### config.mk
export PLATFORM = sky130hd
export DESIGN_NAME = vga_frame_capture
export DESIGN_NICKNAME = d
export VERILOG_FILES = /design/src/rtl/vga_frame_capture.sv
export SDC_FILE = /design/constraint.sdc
export NUM_CORES = 1
export LEC_CHECK = 0
export CAP_MARGIN = 20
export CORE_MARGIN = 2
export CORE_UTILIZATION = 55
export CTS_CLUSTER_DIAMETER = 50
export DETAILED_ROUTE_END_ITERATION = 10
export PLACE_DENSITY = 0.76
export SYNTH_ARGS = -nofsm -noshare
export SYNTH_HDL_FRONTEND = slang
export SYNTH_SLANG_ARGS = --single-unit
### constraint.sdc
create_clock -name clk -period 6.1 [get_ports clk]
set_input_delay 0.61 -clock clk [delete_from_list [all_inputs] [get_ports clk]]
set_output_delay 0.61 -clock clk [all_outputs]
set_load 0.01 [all_outputs]
### src/rtl/vga_frame_capture.sv
// Recovers VGA timing from sampled HS/VS/RGB, emits active-pixel coordinates and copies one window of a frame to a capture RAM port.
// Pixel outputs appear one clk after the pix_en sample; no backpressure, so the RAM port must accept every cap_we.
module vga_frame_capture #(
    parameter int WIDTH    = 10,
    parameter int H_ACTIVE = 640,
    parameter int H_FP     = 16,
    parameter int H_SYNC   = 96,
    parameter int H_BP     = 48,
    parameter int V_ACTIVE = 480,
    parameter int V_FP     = 10,
    parameter int V_SYNC   = 2,
    parameter int V_BP     = 33,
    parameter int WIN_X    = 200,
    parameter int WIN_Y    = 150,
    parameter int WIN_W    = 160,
    parameter int WIN_H    = 240,
    parameter int ADDR_W   = 16
) (
    input  logic              clk,
    input  logic              rst_n,
    input  logic              pix_en,
    input  logic              HS,
    input  logic              VS,
    input  logic [11:0]       vgaRGB,
    input  logic              cap_start,
    output logic              locked,
    output logic              frame_start,
    output logic              pix_valid,
    output logic [WIDTH-1:0]  x,
    output logic [WIDTH-1:0]  y,
    output logic [11:0]       rgb,
    output logic              cap_we,
    output logic [ADDR_W-1:0] cap_addr,
    output logic [11:0]       cap_data,
    output logic              cap_busy,
    output logic              cap_done,
    output logic              cap_err
);

    localparam int H_TOTAL = H_ACTIVE + H_FP + H_SYNC + H_BP;
    localparam int V_TOTAL = V_ACTIVE + V_FP + V_SYNC + V_BP;

    localparam logic [WIDTH-1:0] H_LAST      = WIDTH'(H_TOTAL - 1);
    localparam logic [WIDTH-1:0] H_SYNC_LAST = WIDTH'(H_SYNC - 1);
    localparam logic [WIDTH-1:0] H_ACT_BEG   = WIDTH'(H_SYNC + H_BP);
    localparam logic [WIDTH-1:0] H_ACT_END   = WIDTH'(H_SYNC + H_BP + H_ACTIVE);
    localparam logic [WIDTH-1:0] V_LAST      = WIDTH'(V_TOTAL - 1);
    localparam logic [WIDTH-1:0] V_SYNC_LAST = WIDTH'(V_SYNC - 1);
    localparam logic [WIDTH-1:0] V_ACT_BEG   = WIDTH'(V_SYNC + V_BP);
    localparam logic [WIDTH-1:0] V_ACT_END   = WIDTH'(V_SYNC + V_BP + V_ACTIVE);
    localparam logic [WIDTH-1:0] WX_BEG      = WIDTH'(WIN_X);
    localparam logic [WIDTH-1:0] WX_LAST     = WIDTH'(WIN_X + WIN_W - 1);
    localparam logic [WIDTH-1:0] WY_BEG      = WIDTH'(WIN_Y);
    localparam logic [WIDTH-1:0] WY_LAST     = WIDTH'(WIN_Y + WIN_H - 1);

    typedef enum logic [1:0] {T_SEARCH, T_CHECK, T_LOCKED} tstate_t;
    typedef enum logic [1:0] {C_IDLE, C_ARMED, C_ACTIVE} cstate_t;

    logic              hs_s_q, vs_s_q;
    logic [11:0]       rgb_s_q;
    logic              hs_prev_q, vs_line_q;
    logic [WIDTH-1:0]  h_cnt_q, h_cnt_d, v_cnt_q, v_cnt_d;
    tstate_t           tstate_q, tstate_d;
    logic              good_q, good_d;
    logic              hs_fall, hs_rise, vs_fall, vs_rise, chk_err;

    logic              h_act, v_act, in_win, win_last;
    logic [WIDTH-1:0]  px_x, px_y;
    logic              pix_valid_d, frame_start_d;
    logic              pix_valid_q, frame_start_q;
    logic [WIDTH-1:0]  x_q, y_q;
    logic [11:0]       rgb_q;

    cstate_t           cstate_q, cstate_d;
    logic [ADDR_W-1:0] wr_cnt_q, wr_cnt_d, cap_addr_q;
    logic [11:0]       cap_data_q;
    logic              cap_we_d, cap_we_q, cap_last_q;
    logic              cap_done_d, cap_done_q, cap_err_d, cap_err_q;

    // Sync inputs idle high, so the sample history resets to 1 to avoid a false edge.
    always_ff @(posedge clk or negedge rst_n) begin
        if (!rst_n) begin
            hs_s_q  <= 1'b1;
            vs_s_q  <= 1'b1;
            rgb_s_q <= '0;
        end else begin
            hs_s_q  <= HS;
            vs_s_q  <= VS;
            rgb_s_q <= vgaRGB;
        end
    end

    assign hs_fall = pix_en && hs_prev_q && !hs_s_q;
    assign hs_rise = pix_en && !hs_prev_q && hs_s_q;
    assign vs_fall = hs_fall && vs_line_q && !vs_s_q;
    assign vs_rise = hs_fall && !vs_line_q && vs_s_q;

    always_comb begin
        h_cnt_d  = h_cnt_q;
        v_cnt_d  = v_cnt_q;
        tstate_d = tstate_q;
        good_d   = good_q;
        if (pix_en) h_cnt_d = hs_fall ? '0 : h_cnt_q + WIDTH'(1);
        if (vs_fall)      v_cnt_d = '0;
        else if (hs_fall) v_cnt_d = v_cnt_q + WIDTH'(1);
        // Counts are checked against the value held before this sample updates them.
        chk_err = (hs_fall && h_cnt_q != H_LAST)
               || (pix_en && !hs_fall && h_cnt_q == H_LAST)
               || (hs_rise && h_cnt_q != H_SYNC_LAST)
               || (vs_fall && v_cnt_q != V_LAST)
               || (hs_fall && !vs_fall && v_cnt_q == V_LAST)
               || (vs_rise && v_cnt_q != V_SYNC_LAST);
        case (tstate_q)
            T_SEARCH: if (vs_fall) begin
                tstate_d = T_CHECK;
                good_d   = 1'b0;
            end
            T_CHECK: begin
                if (chk_err) tstate_d = T_SEARCH;
                else if (vs_fall) begin
                    if (good_q) tstate_d = T_LOCKED;
                    else        good_d   = 1'b1;
                end
            end
            T_LOCKED: if (chk_err) tstate_d = T_SEARCH;
            default:  tstate_d = T_SEARCH;
        endcase
    end

    always_comb begin
        h_act         = (h_cnt_d >= H_ACT_BEG) && (h_cnt_d < H_ACT_END);
        v_act         = (v_cnt_d >= V_ACT_BEG) && (v_cnt_d < V_ACT_END);
        px_x          = h_cnt_d - H_ACT_BEG;
        px_y          = v_cnt_d - V_ACT_BEG;
        pix_valid_d   = pix_en && h_act && v_act && (tstate_d == T_LOCKED);
        frame_start_d = pix_valid_d && (px_x == '0) && (px_y == '0);
        in_win        = (px_x >= WX_BEG) && (px_x <= WX_LAST) && (px_y >= WY_BEG) && (px_y <= WY_LAST);
        win_last      = (px_x == WX_LAST) && (px_y == WY_LAST);
    end

    always_comb begin
        cstate_d   = cstate_q;
        wr_cnt_d   = wr_cnt_q;
        cap_we_d   = 1'b0;
        cap_done_d = 1'b0;
        cap_err_d  = 1'b0;
        case (cstate_q)
            C_IDLE: if (cap_start && locked && !cap_done_q) begin
                cstate_d = C_ARMED;
                wr_cnt_d = '0;
            end
            C_ARMED: begin
                if (!locked) begin
                    cstate_d  = C_IDLE;
                    cap_err_d = 1'b1;
                end else if (frame_start_d) begin
                    cstate_d = C_ACTIVE;
                    cap_we_d = pix_valid_d && in_win;
                end
            end
            C_ACTIVE: begin
                if (cap_we_q && cap_last_q) begin
                    cstate_d   = C_IDLE;
                    cap_done_d = 1'b1;
                end else if (!locked) begin
                    cstate_d  = C_IDLE;
                    cap_err_d = 1'b1;
                end else begin
                    cap_we_d = pix_valid_d && in_win;
                end
            end
            default: cstate_d = C_IDLE;
        endcase
        if (cap_we_d) wr_cnt_d = wr_cnt_q + ADDR_W'(1);
    end

    always_ff @(posedge clk or negedge rst_n) begin
        if (!rst_n) begin
            hs_prev_q     <= 1'b1;
            vs_line_q     <= 1'b1;
            h_cnt_q       <= '0;
            v_cnt_q       <= '0;
            tstate_q      <= T_SEARCH;
            good_q        <= 1'b0;
            pix_valid_q   <= 1'b0;
            frame_start_q <= 1'b0;
            x_q           <= '0;
            y_q           <= '0;
            rgb_q         <= '0;
            cstate_q      <= C_IDLE;
            wr_cnt_q      <= '0;
            cap_we_q      <= 1'b0;
            cap_last_q    <= 1'b0;
            cap_addr_q    <= '0;
            cap_data_q    <= '0;
            cap_done_q    <= 1'b0;
            cap_err_q     <= 1'b0;
        end else begin
            if (pix_en)  hs_prev_q <= hs_s_q;
            if (hs_fall) vs_line_q <= vs_s_q;
            h_cnt_q       <= h_cnt_d;
            v_cnt_q       <= v_cnt_d;
            tstate_q      <= tstate_d;
            good_q        <= good_d;
            pix_valid_q   <= pix_valid_d;
            frame_start_q <= frame_start_d;
            if (pix_valid_d) begin
                x_q   <= px_x;
                y_q   <= px_y;
                rgb_q <= rgb_s_q;
            end
            cstate_q   <= cstate_d;
            wr_cnt_q   <= wr_cnt_d;
            cap_we_q   <= cap_we_d;
            cap_done_q <= cap_done_d;
            cap_err_q  <= cap_err_d;
            if (cap_we_d) begin
                cap_addr_q <= wr_cnt_q;
                cap_data_q <= rgb_s_q;
                cap_last_q <= win_last;
            end
        end
    end

    assign locked      = (tstate_q == T_LOCKED);
    assign frame_start = frame_start_q;
    assign pix_valid   = pix_valid_q;
    assign x           = x_q;
    assign y           = y_q;
    assign rgb         = rgb_q;
    assign cap_we      = cap_we_q;
    assign cap_addr    = cap_addr_q;
    assign cap_data    = cap_data_q;
    assign cap_busy    = (cstate_q != C_IDLE);
    assign cap_done    = cap_done_q;
    assign cap_err     = cap_err_q;

endmodule

==> results of run 1 <==
-- Yosys cell counts (4+ instances only) --
cell / n
a211o_1: 5
a21o_1: 13
a21oi_1: 27
a31oi_1: 6
and3_1: 8
and4_1: 6
buf_2: 13
clkbuf_1: 8
dfrtp_1: 119
dfstp_2: 4
ha_1: 17
inv_1: 19
mux2_1: 14
mux2_2: 23
mux2_4: 4
nand2_1: 87
nand2b_1: 20
nand3_1: 17
nand3b_1: 5
nand4b_1: 4
nor2_1: 27
nor2b_1: 7
nor3_1: 22
nor4_1: 7
o211ai_1: 9
o21ai_0: 19
o31ai_1: 4
or2_2: 7
or3_1: 5
xnor2_1: 12
xor2_1: 4
-- layer usage --
layer / vias up / share of wire / GRT usage
li1: 2360 / - / -
met1: 2435 / 0.43 / 0.321
met5: - / 0 / 0
met3: 19 / 0.056 / 0.0831
met4: 0 / 0.018 / 0.0881
met2: 145 / 0.49 / 0.407
-- final cells by class --
class / instances / area, um2 / area share
Sequential cell: 123 / 3080 / 0.392
Multi-Input combinational cell: 442 / 3020 / 0.384
Timing Repair Buffer: 92 / 918 / 0.117
Clock buffer: 18 / 429 / 0.0546
Tap cell: 143 / 179 / 0.0228
Clock inverter: 14 / 159 / 0.0202
Inverter: 20 / 75.1 / 0.00955
-- registers in the layout (all words and copies together), names as in the netlist --
signal       flops
rgb_s_q         12
vs_s_q           1
cap_addr        16
cstate_q         2
good_q           1
h_cnt_q         10
pix_valid        1
cap_done         1
vs_line_q        1
hs_prev_q        1
cap_last_q       1
tstate_q         2
hs_s_q           1
x               10
cap_data        12
cap_err          1
rgb             12
frame_start      1
wr_cnt_q        16
y               10
cap_we           1
v_cnt_q         10
-- worst paths after layout --
| kind | endpoint | slack (ns) |
|---|---|---|
| worst max-delay path | wr_cnt_q[15] | 1.48 |
| worst min-delay path | rgb[4] | 0.17 |
| worst max register to register | wr_cnt_q[0] | 1.83 |
| worst min register to register | rgb[5] | 0.46 |
| max in group asynchronous | cap_data[9] | 4.94 |
| min in group clk | rgb[5] | 0.46 |
-- logic make-up after synthesis --
| logic type | after synthesis | share of synthesized area |
|---|---|---|
| AND/OR/NAND/NOR | 243 | 0.204 |
| flip-flops | 123 | 0.487 |
| AO/OA/AOI/OAI | 122 | 0.137 |
| buffers and inverters | 47 | 0.0352 |
| multiplexers | 44 | 0.0801 |
| adder cells (fa/ha/maj) | 17 | 0.0336 |
| XOR/XNOR | 16 | 0.0222 |
-- stage by stage --
| step | hold slack, ns | utilization | area (um2) |
|---|---|---|---|
| finish | 0.173 | 0.695 | 7860 |
| floorplan | 0.314 | - | 6330 |
| global route | 0.214 | 0.695 | 7860 |
| CTS | 0.196 | 0.692 | 7840 |
| detailed placement | 0.449 | 0.640 | 7250 |
| global placement | 0.440 | 0.640 | 7250 |
-- power by group through the flow --
stage / Combinational, uW / Sequential (uW) / Clock (uW)
floorplan: 255 / 898 / 0
global placement: 324 / 922 / 0
detailed placement: 329 / 926 / 0
CTS: 332 / 911 / 1020
global route: 376 / 919 / 1050
finish: 338 / 914 / 1000
-- worst reg2reg max path, cell delays in order (launching register included) --
cell and delay, ns:
dfrtp_1 0.50, ha_1 0.36, nand4b_1 0.29, nor4_1 0.44
nor2_1 0.16, a31oi_1 0.33, mux2_2 0.42, nor3_1 0.26
a22oi_1 0.14, nand4_1 0.14, buf_4 0.28, a21boi_2 0.60
mux2_2 0.28
==> Implementation_results.wiki, run 1 <==
{| class="wikitable"
! Metric !! Value
|-
| Final worst path period share || 0.757
|-
| Count of unresolved DRC violations after routing || 0
|-
| Number of input and output port buffers inserted || 84
|-
| CTS root buffer || clkbuf_16
|-
| Residual overflow from global routing || 0
|-
| Final count of pins violating max slew || 0
|-
| Final setup slack of the worst path || 1.48 ns
|-
| Number of top-level pins || 85
|-
| Area share of the largest cell type after synthesis || 0.471
|-
| CP Data Arrival Time || 4.91 ns
|-
| Cells along the critical path || clkdlybuf4s50_1 > and3b_1 > nand2_1 > nor2_1 > a21oi_1 > inv_1 > ha_1 > a21oi_1 > a21o_1 > a21oi_1 > o211ai_4 > o41ai_2 > nand4_1 > buf_4 > a21boi_2 > a211o_1
|-
| CP dominant cell by count || a21oi_1
|-
| R2r worst-path depth || 12
|-
| Worst-case vdd ir drop || 222 uV
|-
| Count of fill cells added during filler insertion || 829
|-
| Run status || complete, no violations
|-
| Placer's final routability congestion estimate || 0.919
|-
| Mean instance size in the synthesized netlist || 10.3 um2
|-
| Starting DRC count in detailed routing || 328
|-
| Setup slack after placement || 1.10 ns
|-
| Largest net degree at the start of global routing || 82
|-
| Hold Vio Cnt, Final || 0
|-
| Final period demand of the worst path || 4.62 ns
|-
| Cells resized by post-CTS repair || 0
|-
| Highest achievable clock rate || 217 MHz
|-
| Top cells by area, synth || dfrtp_1 (47%), nand2_1 (5.2%), mux2_2 (4.1%)
|-
| Setup-violating endpoint count in the final report || 0
|-
| Power, Total || 2250 uW
|-
| Reg-to-Reg Start || v_cnt_q[0]
|-
| Number of inserted diodes || 0
|-
| Nets || 731
|-
| Vias per inst || 5.82
|-
| Clock network power share || 0.445
|-
| Area Growth Syn to Fin || 24.3%
|-
| Insertion delay to the later sink of the worst-skew pair || 0.42 ns
|-
| First-pass iteration count of the detailed router || 5
|-
| Maximum root-to-sink buffer count || 2
|-
| Standby leakage power || 0.00368 uW
|-
| Share of total power in combinational logic || 0.150
|-
| Final Skew || 0.00851 ns
|-
| Clock tree from TritonCTS || done
|-
| Global-route usage over all layers || 0.252
|-
| Crit Path Class || input pin to register
|-
| Most used flip-flop cell after synthesis || dfrtp_1
|-
| Wire length of the first global-routing pass || 25,100 um
|-
| Post-synth top area cell || dfrtp_1
|-
| Register clock-pin slew on the reported worst setup and hold paths || 0.06 ns
|-
| Core Footprint || 11,300 um2
|-
| Mapped cell area || 6330 um2
|-
| Worst-Margin Slew || 0.830 ns
|-
| Sum Neg Setup Slack || 0 ns
|-
| Path category of the worst min-delay check || input pin to asynchronous set/reset pin
|-
| Post-detailed-route count of antenna-violating nets || 0
|-
| Fraction of layout cells with a size suffix above 1 || 0.130
|-
| Setup repair after global routing missed its margin || false
|-
| Total CTS buffers || 17
|-
| Largest incremental delay on the critical path || 0.83 ns
|-
| Crit path capture type || register
|-
| Net switching share of the total power || 0.293
|-
| Number of synthesized flops with an enable pin || 0
|-
| Num rows || 39
|-
| CP Launch Point || pix_en
|-
| Vias in the first global route || 4,964
|-
| Max-slew headroom || 0.442
|-
| Int Pwr || 1590 uW
|-
| Count of buffering cells on the critical path with inverters included || 3
|-
| Initial Utilization || 0.559
|-
| Die area || 12,400 um2
|-
| Top delay family on crit path || compound AO/OA/AOI/OAI gates
|-
| Instance count on the critical path || 16
|-
| Count of distinct cell types in the synthesized netlist || 75
|-
| Number of standard cells in the final layout excluding fillers || 852
|-
| Startpoint type of the worst setup path || input pin
|-
| Max_cap viols || 0
|-
| Total of warnings raised by yosys || 0
|-
| Syn Nets || 647
|-
| Vertical die dimension || 111 um
|-
| Sequential-to-total area share from yosys stat || 0.487
|-
| Hold_buf cts || 0
|-
| Num Clock Sinks || 123
|-
| Count of placed standard cells including taps || 819
|-
| Initial antenna violation count || 0
|-
| Half-perimeter wire length after placement || 10,200 um
|-
| Total routed wirelength || 14,700 um
|-
| Most common cell after layout, fill and taps aside || dfrtp_1
|-
| Slowest stage cell on the critical path || clkdlybuf4s50_1
|-
| DIE WIDTH || 111 um
|-
| Highest-count cells in the layout ignoring fill and taps || dfrtp_1 (119), nand2_1 (87), clkdlybuf4s50_1 (83)
|-
| Number of synthesized register bits || 123
|-
| Routed via count || 4,959
|-
| Post-CTS setup-driven buffer insertion count || 0
|-
| PwrDens || 287 nW/um2
|-
| Sequential cell fraction of total power || 0.406
|-
| Share of flip-flops with an asynchronous set or reset after synthesis || 1.00
|-
| CP Max Fanout || 20
|-
| Switch Pwr || 660 uW
|-
| Routed WL per cell || 17.3 um
|-
| H-tree depth || 4
|-
| Required time of the critical path || 6.40 ns
|-
| Gate count after technology mapping || 612
|}
Note: power is estimated with default switching activity, not from simulation.
==> inputs of run 2 (changes only) <==
--- a/config.mk
+++ b/config.mk
@@ -7,10 +7,10 @@
 export LEC_CHECK = 0
 export CAP_MARGIN = 20
 export CORE_MARGIN = 2
-export CORE_UTILIZATION = 55
+export CORE_UTILIZATION = 50
 export CTS_CLUSTER_DIAMETER = 50
 export DETAILED_ROUTE_END_ITERATION = 10
-export PLACE_DENSITY = 0.76
+export PLACE_DENSITY = 0.73
 export SYNTH_ARGS = -nofsm -noshare
 export SYNTH_HDL_FRONTEND = slang
 export SYNTH_SLANG_ARGS = --single-unit
==> constraint.sdc (replaced) <==
create_clock -name clk -period 4 [get_ports clk]
set_input_delay 0.4 -clock clk [delete_from_list [all_inputs] [get_ports clk]]
set_output_delay 0.4 -clock clk [all_outputs]
set_load 0.01 [all_outputs]
==> run 2 against run 1 <==
  * Final area rose by 6.1%
  * Via count rose by 4.9%
  * Worst setup slack got worse by 1.3 ns
  * Combinational power rose by 100%
  * Final cell count rose by 9.5%
  * Wire length rose by 14%
  * Largest cell class unchanged
==> Implementation_results.wiki, run 2 (synthesized netlist as in run 1, its figures left out) <==
{| class="wikitable"
! Metric !! Value
|-
| Number of inserted diodes || 0 (unchanged)
|-
| Share of total power in combinational logic || 0.187 (+0.037)
|-
| R2r worst-path depth || 12 (unchanged)
|-
| Die area || 13,600 um2 (+9.6%)
|-
| Routed WL per cell || 17.9 um (+3.8%)
|-
| Starting DRC count in detailed routing || 390 (+19%)
|-
| Nets || 783 (+7.1%)
|-
| Post-CTS setup-driven buffer insertion count || 0 (unchanged)
|-
| Final Skew || 0.00381 ns (-0.00470 ns)
|-
| Slack of the worst reg-to-reg path || 0.20 ns (-1.63 ns)
|-
| Global-route usage over all layers || 0.263 (+0.0110)
|-
| Routed via count || 5,201 (+4.9%)
|-
| Path category of the worst min-delay check || input pin to asynchronous set/reset pin
|-
| Setup repair after global routing missed its margin || false
|-
| Power, Total || 3630 uW (+61%)
|-
| DIE WIDTH || 116 um (+4.7%)
|-
| Total CTS buffers || 17 (unchanged)
|-
| Startpoint type of the worst setup path || register
|-
| Hold Vio Cnt, Final || 0 (unchanged)
|-
| Post-detailed-route count of antenna-violating nets || 0 (unchanged)
|-
| Register clock-pin slew on the reported worst setup and hold paths || 0.06 ns (about the same)
|-
| Number of standard cells in the final layout excluding fillers || 933 (+9.5%)
|-
| Reg-to-reg critical path endpoint || cap_addr[9]
|-
| Insertion delay to the later sink of the worst-skew pair || 0.42 ns (about the same)
|-
| Count of placed standard cells including taps || 901 (+10%)
|-
| Area of the multi-input gates || 3050 um2 (+1.1%)
|-
| Crit Path Class || register to register
|-
| Int Pwr || 2610 uW (+64%)
|-
| Number of input and output port buffers inserted || 84 (unchanged)
|-
| Core Footprint || 12,500 um2 (+10%)
|-
| Num Clock Sinks || 123 (unchanged)
|-
| Vias per inst || 5.57 (-4.2%)
|-
| Half-perimeter wire length after placement || 12,100 um (+18%)
|-
| Sum Neg Setup Slack || 0 ns (unchanged)
|-
| Setup-violating endpoint count in the final report || 0 (unchanged)
|-
| Standby leakage power || 0.00397 uW (+7.9%)
|-
| Worst-case vdd ir drop || 308 uV (+38%)
|-
| Max-slew headroom || 0.406 (-0.0359)
|-
| H-tree depth || 4 (unchanged)
|-
| Maximum root-to-sink buffer count || 2 (unchanged)
|-
| CP Launch Point || v_cnt_q[0]
|-
| Final count of pins violating max slew || 0 (unchanged)
|-
| CTS root buffer || clkbuf_16
|-
| Placer's final routability congestion estimate || 0.960 (+4.4%)
|-
| Clock tree from TritonCTS || done
|-
| Sequential standard cell area || 3080 um2 (unchanged)
|-
| Vias in the first global route || 5,377 (+8.3%)
|-
| Initial antenna violation count || 0 (unchanged)
|-
| Residual overflow from global routing || 0 (unchanged)
|-
| Max_cap viols || 0 (unchanged)
|-
| Fraction of layout cells with a size suffix above 1 || 0.192 (+0.0621)
|-
| Run status || complete, no violations
|-
| CP Max Fanout || 12 (-40%)
|-
| First-pass iteration count of the detailed router || 6 (+1)
|-
| Wire length of the first global-routing pass || 27,100 um (+8.0%)
|-
| Count of unresolved DRC violations after routing || 0 (unchanged)
|-
| Total routed wirelength || 16,700 um (+14%)
|-
| CP Data Arrival Time || 4.10 ns (-0.81 ns)
|-
| Num rows || 41 (+5.1%)
|-
| PwrDens || 435 nW/um2 (+52%)
|-
| Final worst path period share || 0.950
|-
| Worst-Margin Slew || 0.890 ns (+0.0609 ns)
|-
| Switch Pwr || 1020 uW (+55%)
|-
| Net switching share of the total power || 0.282 (-0.0109)
|-
| Most common cell after layout, fill and taps aside || dfrtp_1
|-
| Final Core Density || 0.669 (-0.0253)
|-
| Largest net degree at the start of global routing || 71 (-13%)
|-
| Clock network power share || 0.432 (-0.013)
|-
| Crit path capture type || register
|-
| Initial Utilization || 0.507 (-0.0513)
|-
| Number of top-level pins || 85 (unchanged)
|-
| Vertical die dimension || 116 um (+4.7%)
|-
| Area Growth Syn to Fin || 31.9%
|-
| Sequential cell fraction of total power || 0.381 (-0.025)
|-
| Highest achievable clock rate || 263 MHz
|-
| Highest-count cells in the layout ignoring fill and taps || dfrtp_1 (119), nand2_1 (87), clkdlybuf4s50_1 (83)
|-
| Final period demand of the worst path || 3.80 ns
|-
| Reg-to-Reg Start || v_cnt_q[0]
|-
| Required time of the critical path || 4.30 ns (-2.10 ns)
|-
| Count of fill cells added during filler insertion || 997 (+20%)
|}
[run 2: cell types whose count changed in the layout (fill, tap and decap cells not counted), moves of 2 or more]
| cell | change |
|---|---|
| buf_4 | +51 |
| inv_6 | -5 |
| clkinv_2 | +3 |
| clkinvlp_4 | -3 |
| buf_12 | +2 |
| clkbuf_8 | +2 |
| clkinv_4 | +2 |
| nor4_1 | -2 |
| nor4_4 | +2 |
[run 2: worst max-delay path, cell delays in order (launching register included)]
cell and delay (ns):
dfrtp_1 0.50, ha_2 0.33, nand4b_1 0.30, nor4_4 0.33, nor2_1 0.13, a31oi_1 0.28, mux2_2 0.44, nor3_1 0.34
a22oi_1 0.18, nand4_1 0.17, buf_4 0.15, buf_4 0.19, mux2_2 0.35
[run 2: metal layers]
metal	wire [um]	vias to the layer above	global-route usage
met5	0	-	0
met4	536	0	0.113
met3	967	39	0.0758
met2	8430	164	0.444
met1	6780	2544	0.316
li1	-	2454	-
[run 2: worst max path at each step]
stage	to	slack, ns
2_1_floorplan	cap_addr[12]	0.39
3_3_place_gp	cap_addr[11]	-0.23
3_5_place_dp	cap_addr[10]	-0.29
4_1_cts	cap_data[2]	0.07
5_1_grt	cap_data[5]	0.02
6_report	cap_addr[9]	0.20
[run 2: cell type report]
class / instances / share of cell area
Multi-Input combinational cell: 442 / 0.366
Tap cell: 172 / 0.0258
Inverter: 20 / 0.00900
Clock buffer: 21 / 0.0552
Sequential cell: 123 / 0.369
Timing Repair Buffer: 144 / 0.157
Clock inverter: 11 / 0.0172
[run 2: timing repair]
action / CTS / global route
endpoints found under the setup margin: 0 / 44
hold endpoints to repair: 0 / 0
gates resized for setup: 0 / 5
hold buffers: 0 / 0
[run 2: through the flow]
stage / setup slack (ns) / instance area [um2] / hold WS (ns)
2_1_floorplan: 0.392 / 6330 / 0.104
3_3_place_gp: -0.228 / 7710 / 0.438
3_5_place_dp: -0.289 / 7710 / 0.456
4_1_cts: 0.0710 / 8310 / 0.147
5_1_grt: 0.0231 / 8340 / 0.182
6_report: 0.201 / 8340 / 0.0943
[run 2: power groups by stage]
stage / clock network [uW] / registers, uW / logic [uW]
4_1_cts: 1590 / 1380 / 671
3_3_place_gp: 0 / 1400 / 654
6_report: 1570 / 1380 / 680
5_1_grt: 1670 / 1390 / 744
2_1_floorplan: 0 / 1370 / 389
3_5_place_dp: 0 / 1400 / 665
==> inputs of run 3 (changes only) <==
--- a/config.mk
+++ b/config.mk
@@ -10,7 +10,8 @@
 export CORE_UTILIZATION = 50
 export CTS_CLUSTER_DIAMETER = 50
 export DETAILED_ROUTE_END_ITERATION = 10
-export PLACE_DENSITY = 0.73
+export PLACE_DENSITY = 0.7
+export RECOVER_POWER = 25
 export SYNTH_ARGS = -nofsm -noshare
 export SYNTH_HDL_FRONTEND = slang
 export SYNTH_SLANG_ARGS = --single-unit
==> constraint.sdc (replaced) <==
create_clock -name clk -period 4.2 [get_ports clk]
set_input_delay 0.42 -clock clk [delete_from_list [all_inputs] [get_ports clk]]
set_output_delay 0.42 -clock clk [all_outputs]
set_load 0.01 [all_outputs]
==> run 3 against run 2 <==
  * First-iteration DRC count decreased by 27%
  * Critical path depth decreased by 1
  * Sequential power decreased by 4%
  * Flip-flop and latch count unchanged
  * Final cell count decreased by 3.1%
  * Largest power group unchanged
  * Combinational power decreased by 19%
  * The run now ends with max-capacitance violations, max-slew violations left
  * Final area decreased by 3.6%
==> Implementation_results.wiki, run 3 (synthesized netlist as in run 1, its figures left out) <==
{| class="wikitable"
! Metric !! Value
|-
| Reg-to-Reg Start || v_cnt_q[0]
|-
| Sum Neg Setup Slack || 0 ns (unchanged)
|-
| Final Skew || 0.00750 ns (+0.00369 ns)
|-
| Total CTS buffers || 17 (unchanged)
|-
| Routed via count || 5,040 (-3.1%)
|-
| H-tree depth || 4 (unchanged)
|-
| CP Data Arrival Time || 4.23 ns (+0.13 ns)
|-
| CP Launch Point || v_cnt_q[0]
|-
| Final period demand of the worst path || 3.92 ns (+0.125 ns)
|-
| Clock tree from TritonCTS || done
|-
| Setup-violating endpoint count in the final report || 0 (unchanged)
|-
| Starting DRC count in detailed routing || 285 (-27%)
|-
| Met1 track demand over resource || 0.312 (-0.00350)
|-
| PwrDens || 416 nW/um2 (-4.4%)
|-
| Reg-to-reg critical path endpoint || cap_addr[11]
|-
| Final setup slack of the worst path || 0.276 ns (+0.0752 ns)
|-
| Count of unresolved DRC violations after routing || 0 (unchanged)
|-
| Path category of the worst min-delay check || register to register
|-
| Cells resized by post-CTS repair || 0 (unchanged)
|-
| Half-perimeter wire length after placement || 11,300 um (-6.7%)
|-
| Hold_buf cts || 0 (unchanged)
|-
| Post-detailed-route count of antenna-violating nets || 0 (unchanged)
|-
| Required time of the critical path || 4.50 ns (+0.20 ns)
|-
| Number of input and output port buffers inserted || 84 (unchanged)
|-
| Hold Vio Cnt, Final || 0 (unchanged)
|-
| R2r worst-path depth || 11 (-1)
|-
| Post-CTS setup-driven buffer insertion count || 0 (unchanged)
|-
| Setup repair after global routing missed its margin || false
|-
| Num rows || 41 (unchanged)
|-
| Core Footprint || 12,500 um2 (unchanged)
|-
| Number of top-level pins || 85 (unchanged)
|-
| Met3 GRT Util || 0.0742 (-0.00156)
|-
| Crit Path Class || register to register
|-
| Vias per inst || 5.58 (about the same)
|-
| Maximum root-to-sink buffer count || 2 (unchanged)
|-
| Largest net degree at the start of global routing || 67 (-5.6%)
|-
| End point of the critical path || cap_addr[11]
|-
| Highest achievable clock rate || 255 MHz (-3.2%)
|-
| Worst-Margin Slew || 3.69 ns (+2.80 ns)
|-
| Total routed wirelength || 15,900 um (-4.6%)
|-
| Met2 Track Usage GR || 0.417 (-0.0275)
|-
| Violated checks || max-capacitance violations, max-slew violations
|-
| Placer's final routability congestion estimate || 0.985 (+2.6%)
|-
| Crit path capture type || register
|-
| Most used routing layer in global routing || met2
|-
| Worst-case vdd ir drop || 330 uV (+7.2%)
|-
| Slack of the worst reg-to-reg path || 0.28 ns (+0.08 ns)
|-
| Run status || finished with violations
|-
| Initial antenna violation count || 0 (unchanged)
|-
| Final worst path period share || 0.934 (-0.0155)
|-
| Nets || 754 (-3.7%)
|-
| First-pass iteration count of the detailed router || 5 (-1)
|-
| Insertion delay to the later sink of the worst-skew pair || 0.42 ns (about the same)
|-
| Max_cap viols || 1 (+1)
|-
| Fraction of layout cells with a size suffix above 1 || 0.152 (-0.0402)
|-
| Routed WL per cell || 17.6 um (-1.5%)
|-
| Vertical die dimension || 116 um (unchanged)
|-
| Wire length of the first global-routing pass || 26,200 um (-3.2%)
|-
| Num Clock Sinks || 123 (unchanged)
|-
| CP Max Fanout || 27 (+15)
|-
| Vias in the first global route || 5,128 (-4.6%)
|-
| Die area || 13,600 um2 (unchanged)
|-
| DIE WIDTH || 116 um (unchanged)
|-
| Global-route usage over all layers || 0.254 (-0.00971)
|-
| Area Growth Syn to Fin || 27.2%
|-
| Register clock-pin slew on the reported worst setup and hold paths || 0.06 ns (about the same)
|-
| Final count of pins violating max slew || 67 (+67)
|-
| Setup slack after placement || 0.0295 ns (+0.319 ns)
|-
| Initial Utilization || 0.507 (unchanged)
|-
| Standby leakage power || 0.00378 uW (-4.7%)
|-
| Startpoint type of the worst setup path || register
|-
| Number of inserted diodes || 0 (unchanged)
|-
| Residual overflow from global routing || 0 (unchanged)
|-
| Max-slew headroom || -1.46 (-1.86)
|-
| Highest-count cells in the layout ignoring fill and taps || dfrtp_1 (119), nand2_1 (87), clkdlybuf4s50_1 (69)
|-
| Most common cell after layout, fill and taps aside || dfrtp_1
|-
| CTS root buffer || clkbuf_16
|}
[run 3: cell count changes in the layout (fill, tap and decap cells not counted), sizes merged]
cell / previous run / this run
clkdlybuf4s50: 83 / 69
clkinv: 7 / 4
clkbuf: 21 / 22
clkinvlp: 1 / 3
dlygate4sd3: 0 / 14
buf: 61 / 31
inv: 20 / 21
[run 3: worst min-delay path by stage]
stage / start / to / cells past startpoint
after floorplan: rst_n / cap_addr[0] / 0
after global placement: rgb_s_q[5] / rgb[5] / 2
after detailed placement: rgb_s_q[3] / rgb[3] / 2
after CTS: rst_n / y[3] / 1
after global routing: rgb_s_q[4] / rgb[4] / 2
final: rgb_s_q[1] / rgb[1] / 2
[run 3: through the flow]
| stage | total power [uW] | util | instance area [um2] | cells | hold slack (ns) |
|---|---|---|---|---|---|
| floorplan | 1680 | - | 6330 | 612 | 0.124 |
| detailed placement | 1890 | 0.599 | 7460 | 872 | 0.452 |
| CTS | 3370 | 0.646 | 8050 | 904 | 0.149 |
| global route | 3500 | 0.645 | 8050 | 904 | 0.477 |
| global placement | 1880 | 0.599 | 7460 | 872 | 0.439 |
| finish | 3350 | 0.645 | 8050 | 904 | 0.457 |
[run 3: layer usage]
layer,vias up,part of all wire
met5,-,0
met3,31,0.058
met4,0,0.025
met1,2455,0.42
li1,2407,-
met2,147,0.49
[run 3: critical path: stages (launching register included)]
cell	delay, ns
dfrtp_1	0.53
ha_1	0.37
nand4b_1	0.23
nor4_1	0.48
nor2_1	0.12
a31oi_1	0.31
mux2_2	0.42
nor3_1	0.31
a22oi_1	0.15
nand4_1	0.15
buf_4	0.36
mux2_2	0.38
[run 3: power by group]
group | switching (uW) | internal, uW | total (uW)
clock | 536 | 931 | 1470
combinational | 322 | 228 | 550
sequential | 90.1 | 1240 | 1330
total | 949 | 2400 | 3350
[run 3: layout make-up]
type,instances,area (um2)
Tap cell,172,215
Clock inverter,11,145
Sequential cell,123,3080
Multi-Input combinational cell,442,3020
Inverter,20,75.1
Fill cell,993,4420
Clock buffer,21,440
Timing Repair Buffer,115,1070
==> patch 1, RTL diff (config.mk and constraints of run 2) <==
Set the parameter `ADDR_W` to 18 (it was 16).
--- a/src/rtl/vga_frame_capture.sv
+++ b/src/rtl/vga_frame_capture.sv
@@ -16,3 +16,3 @@
     parameter int WIN_H    = 240,
-    parameter int ADDR_W   = 16
+    parameter int ADDR_W   = 18
 ) (
Interface: changed (resized cap_addr); port bits go from 85 to 87. No check against the original RTL was run, so the function may have changed too.
==> patch 1 against run 2 <==
- the run now ends with negative setup slack left
- count of clock-buffer cells in the layout down 4
- utilization is 4.3 points higher
- combinational power up 62%
- final cell count up 11%
- sequential cell count grew 4
- sequential power grew 6%
- wire length up 9.1%
- power increased by 12%
- final area rose by 12%
- area after synthesis up 5.6%
- worst setup slack worse by 0.25 ns
- synthesized cell count rose by 8.0%
- critical path type unchanged
- largest cell class is now multi-input gates
- largest power group unchanged
==> patch 1: results (changes against run 2) <==
[sta]
layout_setup_ws_ns = -0.0498  ; -0.251 ns
fin_skew_ns = 0.00827  ; +0.00446 ns
worstMarginPinSlew_ns = 0.570  ; -0.320 ns
fin_setup_tns_ns = -0.0829  ; -0.0829 ns
setup_viol = 3  ; +3

[setup_path]
reg2reg_from = hs_prev_q$_DFFE_PN1P_
crit_path_end = wr_cnt_q[13]$_DFFE_PN0P_
cp.arrival_ns = 4.40  ; +0.30 ns
cp_max_fo = 9  ; -3
slowest_delay_ns = 0.56  ; +0.06 ns

[yosys]
synth_compound_area_share_pct = 13.5  ; -0.28 points
synthAdderAreaFrac_pct = 3.18  ; -0.18 points
synthMuxAreaShare_pct = 9.92  ; +1.9 points
synthTopCellsByCount = dfrtp_1 (123), nand2_1 (100), inv_1 (34)
ys_types = 76  ; +1.3%
synthXorXnorAreaFrac_pct = 2.49  ; +0.27 points
synth_area_leaders = dfrtp_1 (46%), nand2_1 (5.6%), mux2_2 (5.2%), mux2_1 (3.2%), ha_1 (3.2%)

[status]
failed_checks = negative setup slack
status = complete, but fails checks

[global_routing]
grt_use_total_pct = 25.4  ; -0.96 points

[power]
p_leak_uw = 0.00429  ; +8.1%

[routing]
drt_pass1_iterations = 5  ; -1
vias_per_cell = 5.65  ; +1.3%
drt_iter0_drc = 419  ; +7.4%

[finish]
final_layout_size_suffix_gt1_share_pct = 27.0  ; +7.9 points

[placed_design]
post-place-ws_ns = -0.277  ; +0.0118 ns
gp_congestion = 0.881  ; -8.3%

[hold_path]
hold_path.class = in2reg

patch 1: cell count changes after synthesis, moves of 9 or more:
cell,run 2,this run
a21oi_1,27,9
inv_1,19,34
nand2b_1,20,6
o21ai_0,19,33
nand2_1,87,100
nand3_1,17,28
a21o_1,13,3
nor3_1,22,13
patch 1: per-stage QoR:
stage	hold WS (ns)	util (%)	total power, uW	area [sq um]	std cells
after detailed placement	0.447	63.5	2440	8340	982
final	0.400	71.3	4060	9370	1034
after CTS	0.391	68.1	3960	8950	1015
after global routing	0.392	71.3	4240	9370	1034
after floorplan	0.104	-	1940	6730	661
after global placement	0.431	63.5	2420	8340	982
patch 1: metal layers:
layer / up-vias / GRT usage [%] / part of all wire [%]
met3: 25 / 6.65 / 6.3
met1: 2870 / 32.6 / 43
li1: 2727 / - / -
met4: 0 / 7.21 / 1.6
met5: - / 0 / 0
met2: 219 / 42.5 / 49
patch 1: area by class of cell:
cell class                      count  area share (%)
Clock inverter                     15            1.60
Timing Repair Buffer              196            19.2
Sequential cell                   127            34.0
Tap cell                          176            2.35
Multi-Input combinational cell    466            36.7
Clock buffer                       17            4.54
Inverter                           37            1.51
patch 1: power breakdown:
| part | internal (uW) | leakage, uW | switching [uW] |
|---|---|---|---|
| clock | 872 | 0.000275 | 631 |
| sequential | 1360 | 0.00165 | 99.2 |
| combinational | 551 | 0.00236 | 551 |
patch 1: worst reg2reg max path: stages (launching register included):
cell and delay (ns):
dfstp_2 0.56, nand3b_1 0.18, nor3_2 0.22, a21o_1 0.17, ha_4 0.17, inv_4 0.04
a2111oi_4 0.35, o2bb2ai_2 0.13, mux2_4 0.22, o211ai_1 0.19, nor3_2 0.21, nand4_1 0.19
a2111oi_4 0.43, buf_4 0.20, buf_4 0.13, clkbuf_16 0.14, mux2_2 0.33, o21ai_1 0.13
patch 1: cells by family (layout without fill, tap and decap cells):
logic type,Yosys count,in the layout
AO/OA/AOI/OAI,123,123
XOR/XNOR,19,19
adder cells (fa/ha/maj),17,17
buffers and inverters,68,265
flip-flops,127,127
multiplexers,60,60
AND/OR/NAND/NOR,247,247
patch 1: timing repair:
action / in CTS / in global routing
endpoints found under the hold margin: 4 / 0
pin swaps: 0 / 9
resized for setup: 4 / 51
hold buffers: 1 / 0
setup endpoints to repair: 44 / 48
setup buffers: 0 / 16
gates cloned: 0 / 3
==> patch 2, RTL diff (config.mk and constraints of run 2) <==
Without the edit above. Take the reset off `rgb_s_q` and load it in a clocked block of its own.
--- a/src/rtl/vga_frame_capture.sv
+++ b/src/rtl/vga_frame_capture.sv
@@ -84,3 +84,2 @@
             vs_s_q  <= 1'b1;
-            rgb_s_q <= '0;
         end else begin
@@ -88,4 +87,7 @@
             vs_s_q  <= VS;
-            rgb_s_q <= vgaRGB;
         end
+    end
+
+    always_ff @(posedge clk) begin
+        rgb_s_q <= vgaRGB;
     end
Check against the original RTL: same outputs for any inputs over 10 cycles, from zero or initial values and one cycle with rst_n low; that may be too few to reach the edited logic, so the function may still have changed.
==> patch 2 against run 2 <==
- non-clock buffer count increased by 51
- first-iteration DRC count decreased by 4.1%
- combinational power increased by 24%
- sequential cell count unchanged
- clock power increased by 6%
- wire length increased by 10%
- worst setup slack got worse by 0.16 ns
- final area increased by 7.6%
- power increased by 7.0%
- area after synthesis increased by 0.65%
- critical endpoint is now wr_cnt_q[1]$_DFFE_PN0P_
- largest cell class is now multi-input gates
- largest power group unchanged
- highest routed layer unchanged
==> patch 2: results (changes against run 2) <==
[status]
status = finished, final reports clean

[yosys]
postSynth.asyncResetShare_pct = 90.2  ; -9.8 points
synth_nets = 681  ; +5.3%
synth_area_leaders = dfrtp_1 (42%), nand2_1 (5.4%), mux2_1 (4.4%), dfxtp_1 (3.8%), ha_1 (3.3%)
ys_types = 81  ; +8.0%
yosysSeqAreaShare_pct = 47.5  ; -1.3 points
synthMuxAreaShare_pct = 6.64  ; -1.4 points
synthAdderAreaFrac_pct = 3.34  ; -0.022 points

[setup_path]
reg2reg_to = wr_cnt_q[1]$_DFFE_PN0P_
reg2reg_from = hs_prev_q$_DFFE_PN1P_
cp_max_fo = 18  ; +6
cp.arrival_ns = 4.26  ; +0.16 ns

[placed_design]
post-place-ws_ns = -0.361  ; -0.0713 ns
gp_congestion = 0.962  ; +0.24%

[global_routing]
grt_first_pass_wirelength_microns = 29300  ; +8.3%
grt_pass1_vias = 5883  ; +9.4%
grt_use_total_pct = 28.0  ; +1.7 points
grt_max_degree = 46  ; -35%
grt_use_met1_pct = 35.0  ; +3.4 points
globalRouteMet3Util_pct = 8.19  ; +0.61 points
globalRouteMet2Util_pct = 45.5  ; +1.1 points

[power]
p_leak_uw = 0.00414  ; +4.4%
peakVddDrop_v = 0.000389  ; +26%

[routing]
drt_iter0_drc = 374  ; -4.1%
totalWireLength_microns = 18400  ; +10%

[sta]
fin_skew_ns = 0.00724  ; +0.00343 ns

[finish]
layout.cells.non_filler = 1016  ; +8.9%

## patch 2: cell count changes in the layout (fill, tap and decap cells not counted), moves of 15 or more
cell     delta
buf_4      +46
a21oi_1    -17
dfrtp_1    -16
inv_1      +15
## patch 2: logic make-up after synthesis
| group | after synthesis |
|---|---|
| fa+ha+maj | 17 |
| compound gates | 132 |
| simple gates | 258 |
| xor+xnor | 13 |
| buf+inv | 65 |
| flops | 123 |
| mux | 38 |
## patch 2: worst max path at each step
| stage | startpoint | end | slack (ns) | cells past startpoint |
|---|---|---|---|---|
| final | hs_prev_q$_DFFE_PN1P_ | wr_cnt_q[1]$_DFFE_PN0P_ | 0.04 | 12 |
| after global routing | v_cnt_q[3]$_DFF_PN0_ | cap_addr[8]$_DFFE_PN0P_ | -0.09 | 12 |
| after CTS | hs_s_q$_DFF_PN1_ | cap_addr[4]$_DFFE_PN0P_ | -0.02 | 14 |
| after detailed placement | pix_en | cap_data[1]$_DFFE_PN0P_ | -0.36 | 15 |
| after global placement | pix_en | cap_data[0]$_DFFE_PN0P_ | -0.22 | 12 |
| after floorplan | hs_prev_q$_DFFE_PN1P_ | cap_addr[4]$_DFFE_PN0P_ | 0.17 | 15 |
## patch 2: final cells by class
class,count,area (sq um),area share [%]
inverter,36,135,1.51
clock inverter,10,163,1.81
sequential,123,3030,33.7
clock buffer,22,474,5.28
tap,172,215,2.40
multi-input combinational,458,3200,35.7
timing repair buffer,195,1760,19.6
## patch 2: report_power, final
part	internal, uW	leakage, uW	switching (uW)
combinational	404	0.00229	440
clock	1090	0.000307	564
sequential	1300	0.00154	82.3
total	2800	0.00414	1090
## patch 2: per-stage QoR
| stage | total power, uW | hold WS [ns] | area [sq um] |
|---|---|---|---|
| floorplan | 1770 | 0.104 | 6370 |
| global placement | 2120 | 0.413 | 7980 |
| detailed placement | 2140 | 0.433 | 7980 |
| CTS | 3810 | 0.388 | 8740 |
| global route | 4040 | 0.383 | 8980 |
| finish | 3890 | 0.395 | 8980 |
## patch 2: per-layer routing
layer	up-vias	wire (microns)
li1	2693	-
met1	2874	7590
met2	185	9240
met3	42	1110
met4	0	469
met5	-	0
## patch 2: what timing repair did
| action | in CTS | in global routing |
|---|---|---|
| setup buffers | 2 | 13 |
| hold endpoints to repair | 1 | 0 |
| hold buffers | 1 | 0 |
| cloned | 2 | 0 |
| pin swaps | 0 | 13 |
| setup endpoints to repair | 30 | 45 |
| resized for setup | 9 | 33 |
## patch 2: worst max-delay path, stage by stage, from the launching register on
cell and delay (ns):
dfstp_2 0.61, nand3b_2 0.17, or4_1 0.59, a21oi_2 0.29
buf_4 0.16, o21ai_1 0.13, nand3b_1 0.17, nand3b_1 0.12
or4_4 0.57, nor4b_4 0.21, buf_4 0.16, bufbuf_16 0.30
mux2_1 0.33
